### config.mk
export PLATFORM = sky130hd
export DESIGN_NAME = norm_shifter
export DESIGN_NICKNAME = d
export VERILOG_FILES = /design/src/rtl/norm_shifter_pkg.sv /design/src/rtl/norm_shift_stage.sv /design/src/rtl/norm_shifter.sv
export SDC_FILE = /design/constraint.sdc
export NUM_CORES = 1
export LEC_CHECK = 0
export BUFFER_PORTS_ARGS = -buffer_cell sky130_fd_sc_hd__clkbuf_2
export CORE_MARGIN = 4
export CORE_UTILIZATION = 55
export CTS_CLUSTER_DIAMETER = 200
export DETAILED_ROUTE_END_ITERATION = 12
export PLACE_DENSITY_LB_ADDON = 0.3
export REMOVE_ABC_BUFFERS = 1
export SLEW_MARGIN = 20
export SYNTH_ARGS = -nofsm -noshare
export SYNTH_HDL_FRONTEND = slang
export SYNTH_SLANG_ARGS = --single-unit
export TNS_END_PERCENT = 5
### constraint.sdc
create_clock -name clk -period 5.15 [get_ports clk]
set_input_delay 0.515 -clock clk [delete_from_list [all_inputs] [get_ports clk]]
set_output_delay 0.515 -clock clk [all_outputs]
set_load 0.005 [all_outputs]
### src/rtl/norm_shifter_pkg.sv
// Shared constants and FSM encoding for the FPU add/sub normalization path.
package norm_shifter_pkg;

  localparam int unsigned SINGLE_SWR = 26;
  localparam int unsigned SINGLE_EWR = 5;
  localparam int unsigned SINGLE_EW  = 8;

  localparam int unsigned DOUBLE_SWR = 55;
  localparam int unsigned DOUBLE_EWR = 6;
  localparam int unsigned DOUBLE_EW  = 11;

  typedef enum logic [1:0] {
    IDLE  = 2'd0,
    SHIFT = 2'd1,
    DONE  = 2'd2
  } norm_state_e;

endpackage

### src/rtl/norm_shift_stage.sv
// Conditional left shift by a fixed amount with zero fill.
module norm_shift_stage #(
  parameter int unsigned W     = 26,
  parameter int unsigned SHIFT = 1
) (
  input  logic         en,
  input  logic [W-1:0] data,
  output logic [W-1:0] shifted_c
);

  generate
    if (SHIFT >= W) begin : g_flush
      assign shifted_c = en ? '0 : data;
    end else begin : g_shift
      assign shifted_c = en ? {data[W-1-SHIFT:0], {SHIFT{1'b0}}} : data;
    end
  endgenerate

endmodule

### src/rtl/norm_shifter.sv
// Multi-cycle normalizing left shifter: one power-of-two stage per cycle,
// exponent adjusted by the leading-zero count with underflow clamp.
module norm_shifter
  import norm_shifter_pkg::*;
#(
  parameter int unsigned SWR = 26,
  parameter int unsigned EWR = 5,
  parameter int unsigned EW  = 8
) (
  input  logic           clk,
  input  logic           rst,
  input  logic           start_i,
  input  logic [SWR-1:0] Data_i,
  input  logic [EWR-1:0] Shift_Value_i,
  input  logic [EW-1:0]  Exp_i,
  output logic [SWR-1:0] Data_o,
  output logic [EW-1:0]  Exp_o,
  output logic           underflow_o,
  output logic           zero_o,
  output logic           busy_o,
  output logic           done_o
);

  localparam int unsigned CW = (EWR > 1) ? $clog2(EWR) : 1;

  norm_state_e    state;
  logic [CW-1:0]  cnt;
  logic [SWR-1:0] work;
  logic [EWR-1:0] shamt;
  logic [EW-1:0]  exp_q;
  logic           zero_q;

  logic [SWR-1:0] stage_c [EWR];
  logic [SWR-1:0] next_work_c;
  logic [EW:0]    exp_diff_c;

  // Stage k shifts by 2^k when bit k of the captured count is set.
  generate
    for (genvar k = 0; k < int'(EWR); k++) begin : g_stage
      norm_shift_stage #(
        .W     (SWR),
        .SHIFT (1 << k)
      ) u_stage (
        .en        (shamt[k]),
        .data      (work),
        .shifted_c (stage_c[k])
      );
    end
  endgenerate

  always_comb begin
    next_work_c = work;
    for (int k = 0; k < int'(EWR); k++) begin
      if (cnt == CW'(k)) next_work_c = stage_c[k];
    end
  end

  // Extra MSB of the difference is the borrow, i.e. underflow.
  assign exp_diff_c = {1'b0, exp_q} - {{(EW + 1 - EWR){1'b0}}, shamt};

  always_ff @(posedge clk) begin
    if (rst) begin
      state       <= IDLE;
      cnt         <= '0;
      work        <= '0;
      shamt       <= '0;
      exp_q       <= '0;
      zero_q      <= 1'b0;
      Data_o      <= '0;
      Exp_o       <= '0;
      underflow_o <= 1'b0;
      zero_o      <= 1'b0;
      busy_o      <= 1'b0;
      done_o      <= 1'b0;
    end else begin
      case (state)
        IDLE: begin
          done_o <= 1'b0;
          if (start_i) begin
            work   <= Data_i;
            shamt  <= Shift_Value_i;
            exp_q  <= Exp_i;
            zero_q <= (Data_i == '0);
            cnt    <= '0;
            busy_o <= 1'b1;
            state  <= SHIFT;
          end
        end
        SHIFT: begin
          work <= next_work_c;
          if (cnt == CW'(EWR - 1)) begin
            state  <= DONE;
            done_o <= 1'b1;
            Data_o <= next_work_c;
            zero_o <= zero_q;
            if (zero_q) begin
              Exp_o       <= '0;
              underflow_o <= 1'b0;
            end else if (exp_diff_c[EW]) begin
              Exp_o       <= '0;
              underflow_o <= 1'b1;
            end else begin
              Exp_o       <= exp_diff_c[EW-1:0];
              underflow_o <= 1'b0;
            end
          end else begin
            cnt <= cnt + CW'(1);
          end
        end
        DONE: begin
          done_o <= 1'b0;
          busy_o <= 1'b0;
          cnt    <= '0;
          state  <= IDLE;
        end
        default: begin
          state  <= IDLE;
          busy_o <= 1'b0;
          done_o <= 1'b0;
        end
      endcase
    end
  end

endmodule

==> results.toml <==
[place]
hpwl_um = 11880
dp.cells = 872
placed_area_um2 = 6047
preCtsSetupSlack_ns = 2.448
place_congestion = 0.9201
portBuffers = 79

[synth]
synth_area_um2 = 5773
ys_seq_elements = 83
async_reset_ff_share_pct = 0
yosysTopAreaCell = "dfxtp_1"
synthDistinctLibCells = 62
avgSynthCellArea_um2 = 7.897
synth_edf_count = 0
seq_area_frac_synth_pct = 28.78
post-synth-top-area-fraction_pct = 28.78
synth.area.top_cells = "dfxtp_1 (29%), mux2i_1 (12%), a21oi_1 (8.3%)"
yosys_warnings = 0
synth-main-ff-cell = "dfxtp_1"
synth_cells = 731

[critical_path]
cp_data_required_time_ns = 5.43
cp_max_fo = 29
r2r_slack_ns = 2.59
arrival_ns = 2.84
critPathCaptureType = "flop"
regToRegEndpoint = "work[3]"
timing.rr.start = "cnt[2]"
cp-startpoint = "cnt[2]"
ff2ff_path_depth = 6
critical_path_class = "reg2reg"
startpoint_type = "flop"

[sta]
period_needed_ns = 2.559
hold_viol = 0
fmaxAchievable_mhz = 390.7
setup_viol = 0
timing.final.crit_share_pct = 49.70
skew_ns = 0.01251
max_slew_margin_pct = 26.28
rsz0062_at_grt = "false"
timing.setup.tns_ns = 0
timing.hold.ws_ns = 0.3603
worst_slew_pin_slew_ns = 1.104
setup_ws_ns = 2.591
slew_viol_final = 0

[clocking]
ctsResizeCount = 0
clock-sinks = 83
cts_buffers = 9
clk_path_buf_depth = 2
cts_tree = "built"
ctsHoldBuffers = 0
root_buffer = "clkbuf_8"
htreeDepth = 3
clkTransAtPathRegs_ns = 0.09
worstSkewPairLatency_ns = 0.37
cts_setup_buffers = 0

[finish]
final_area_um2 = 6231
drive_gt1_share_pct = 16.76
layout_common_cells = "a21oi_1 (96), dfxtp_1 (83), clkbuf_2 (79)"
layout.cells.non_filler = 888
layout_commonest_cell = "a21oi_1"
syn_to_final_growth_pct = 7.932
final_util_pct = 60.63
fin_nets = 801
seq_area_um2 = 1662
insertedDiodeCount = 0
fillCellCount = 950
multi_input_area_um2 = 3642

[grt]
track_usage_pct = 28.16
antenna_found_initial = 0
grt_pass1_wl_um = 28740
grt_max_degree = 69
grt_pass1_vias = 5601
grt-ovfl-total = 0

[floorplanning]
fp-row-count = 37
die-area_um2 = 12200
die-width_um = 110.5
die_height_um = 110.5
pin_count = 80
coreArea_um2 = 10280
initial_core_util_pct = 56.17

[route]
vias = 5784
wl_um = 17400
drc_errors = 0
via_per_inst = 6.514
wl_per_cell_um = 19.60
drt_iter0_drc = 634
ant_nets = 0
dr.pass1.iters = 5

[pwr]
ir_worst_vdd_uv = 134.4
p_per_area_nw_per_um2 = 252.6
power_leakage_nw = 2.267
total_power_mw = 1.574

[job]
maxCapViolCount = 0

[run_status]
outcome = "finished, final reports clean"

[min_path]
hold_end = "exp_q[7]"
hold_path.class = "in2reg"
whs_path_depth = 3
worstHoldStart = "Exp_i[7]"
## layout make-up
cell class | instances | share of cell area, %
Inverter | 26 | 1.566
Clock inverter | 3 | 0.3614
Multi-Input combinational cell | 537 | 58.45
Tap cell | 136 | 2.731
Sequential cell | 83 | 26.67
Clock buffer | 13 | 2.550
Timing Repair Buffer | 90 | 7.671
## registers in the layout (all words and copies together), names as in the netlist
register and count:
Data_o 26, Exp_o 8, busy_o 1, cnt 3, done_o 1, exp_q 8
shamt 5, state 2, underflow_o 1, work 26, zero_o 1, zero_q 1
## worst max-delay path by stage
| stage | endpoint | cells after the start | slack [ns] |
|---|---|---|---|
| 6_report | work[3] | 6 | 2.59 |
| 5_1_grt | Exp_o[3] | 4 | 2.36 |
| 4_1_cts | Data_o[20] | 4 | 2.40 |
| 3_5_place_dp | Data_o[20] | 4 | 2.45 |
| 3_3_place_gp | work[3] | 4 | 2.54 |
| 2_1_floorplan | underflow_o | 6 | 2.54 |
## synthesized netlist by cell type, types with 2 or more instances
| cell type | number |
|---|---|
| a211oi_1 | 20 |
| a21o_1 | 9 |
| a21oi_1 | 96 |
| a221oi_1 | 6 |
| a22o_1 | 8 |
| a22oi_1 | 7 |
| a2bb2oi_1 | 3 |
| a32oi_1 | 3 |
| and2_1 | 2 |
| and3b_1 | 3 |
| buf_1 | 5 |
| buf_2 | 24 |
| buf_4 | 6 |
| clkbuf_1 | 49 |
| dfxtp_1 | 83 |
| ha_1 | 11 |
| inv_1 | 26 |
| mux2_2 | 11 |
| mux2i_1 | 69 |
| nand2_1 | 43 |
| nand2b_1 | 15 |
| nand3_1 | 10 |
| nand4_1 | 3 |
| nand4b_1 | 2 |
| nor2_1 | 57 |
| nor2_2 | 2 |
| nor2b_1 | 6 |
| nor3_1 | 23 |
| nor3b_1 | 10 |
| nor4_1 | 8 |
| nor4bb_1 | 2 |
| o211ai_1 | 7 |
| o21a_1 | 2 |
| o21ai_0 | 24 |
| o221ai_1 | 26 |
| o22a_1 | 4 |
| o22ai_1 | 14 |
| o311ai_0 | 2 |
| or3_1 | 6 |
| xor2_1 | 2 |
## power by group
part / internal, mW / switching (mW) / leakage (nW)
clock network: 0.202 / 0.242 / 0.0819
logic: 0.162 / 0.205 / 1.51
registers: 0.673 / 0.0892 / 0.678
total: 1.04 / 0.537 / 2.27
## worst max-delay path, cell delays in order, from the launching register on
cell      delay (ns)
dfxtp_1         0.97
inv_1           0.15
ha_1            0.34
or4b_1          0.50
nand4_1         0.12
o22ai_1         0.11
a221oi_2        0.28
## layer usage
| layer | part of all wire (%) | GRT usage [%] |
|---|---|---|
| met1 | 42 | 36.61 |
| met2 | 46 | 45.63 |
| met3 | 8.8 | 5.753 |
| met4 | 3.0 | 11.25 |
| met5 | 0 | 0 |
## logic make-up after synthesis
kind of cell / Yosys count / synth area share, %
buffers and inverters: 111 / 8.258
AND/OR/NAND/NOR: 200 / 17.84
XOR/XNOR: 2 / 0.3035
flip-flops: 83 / 28.78
adder cells (fa/ha/maj): 12 / 2.731
multiplexers: 80 / 14.11
AO/OA/AOI/OAI: 243 / 27.98
No activity file was read; power rests on OpenSTA's default activity.
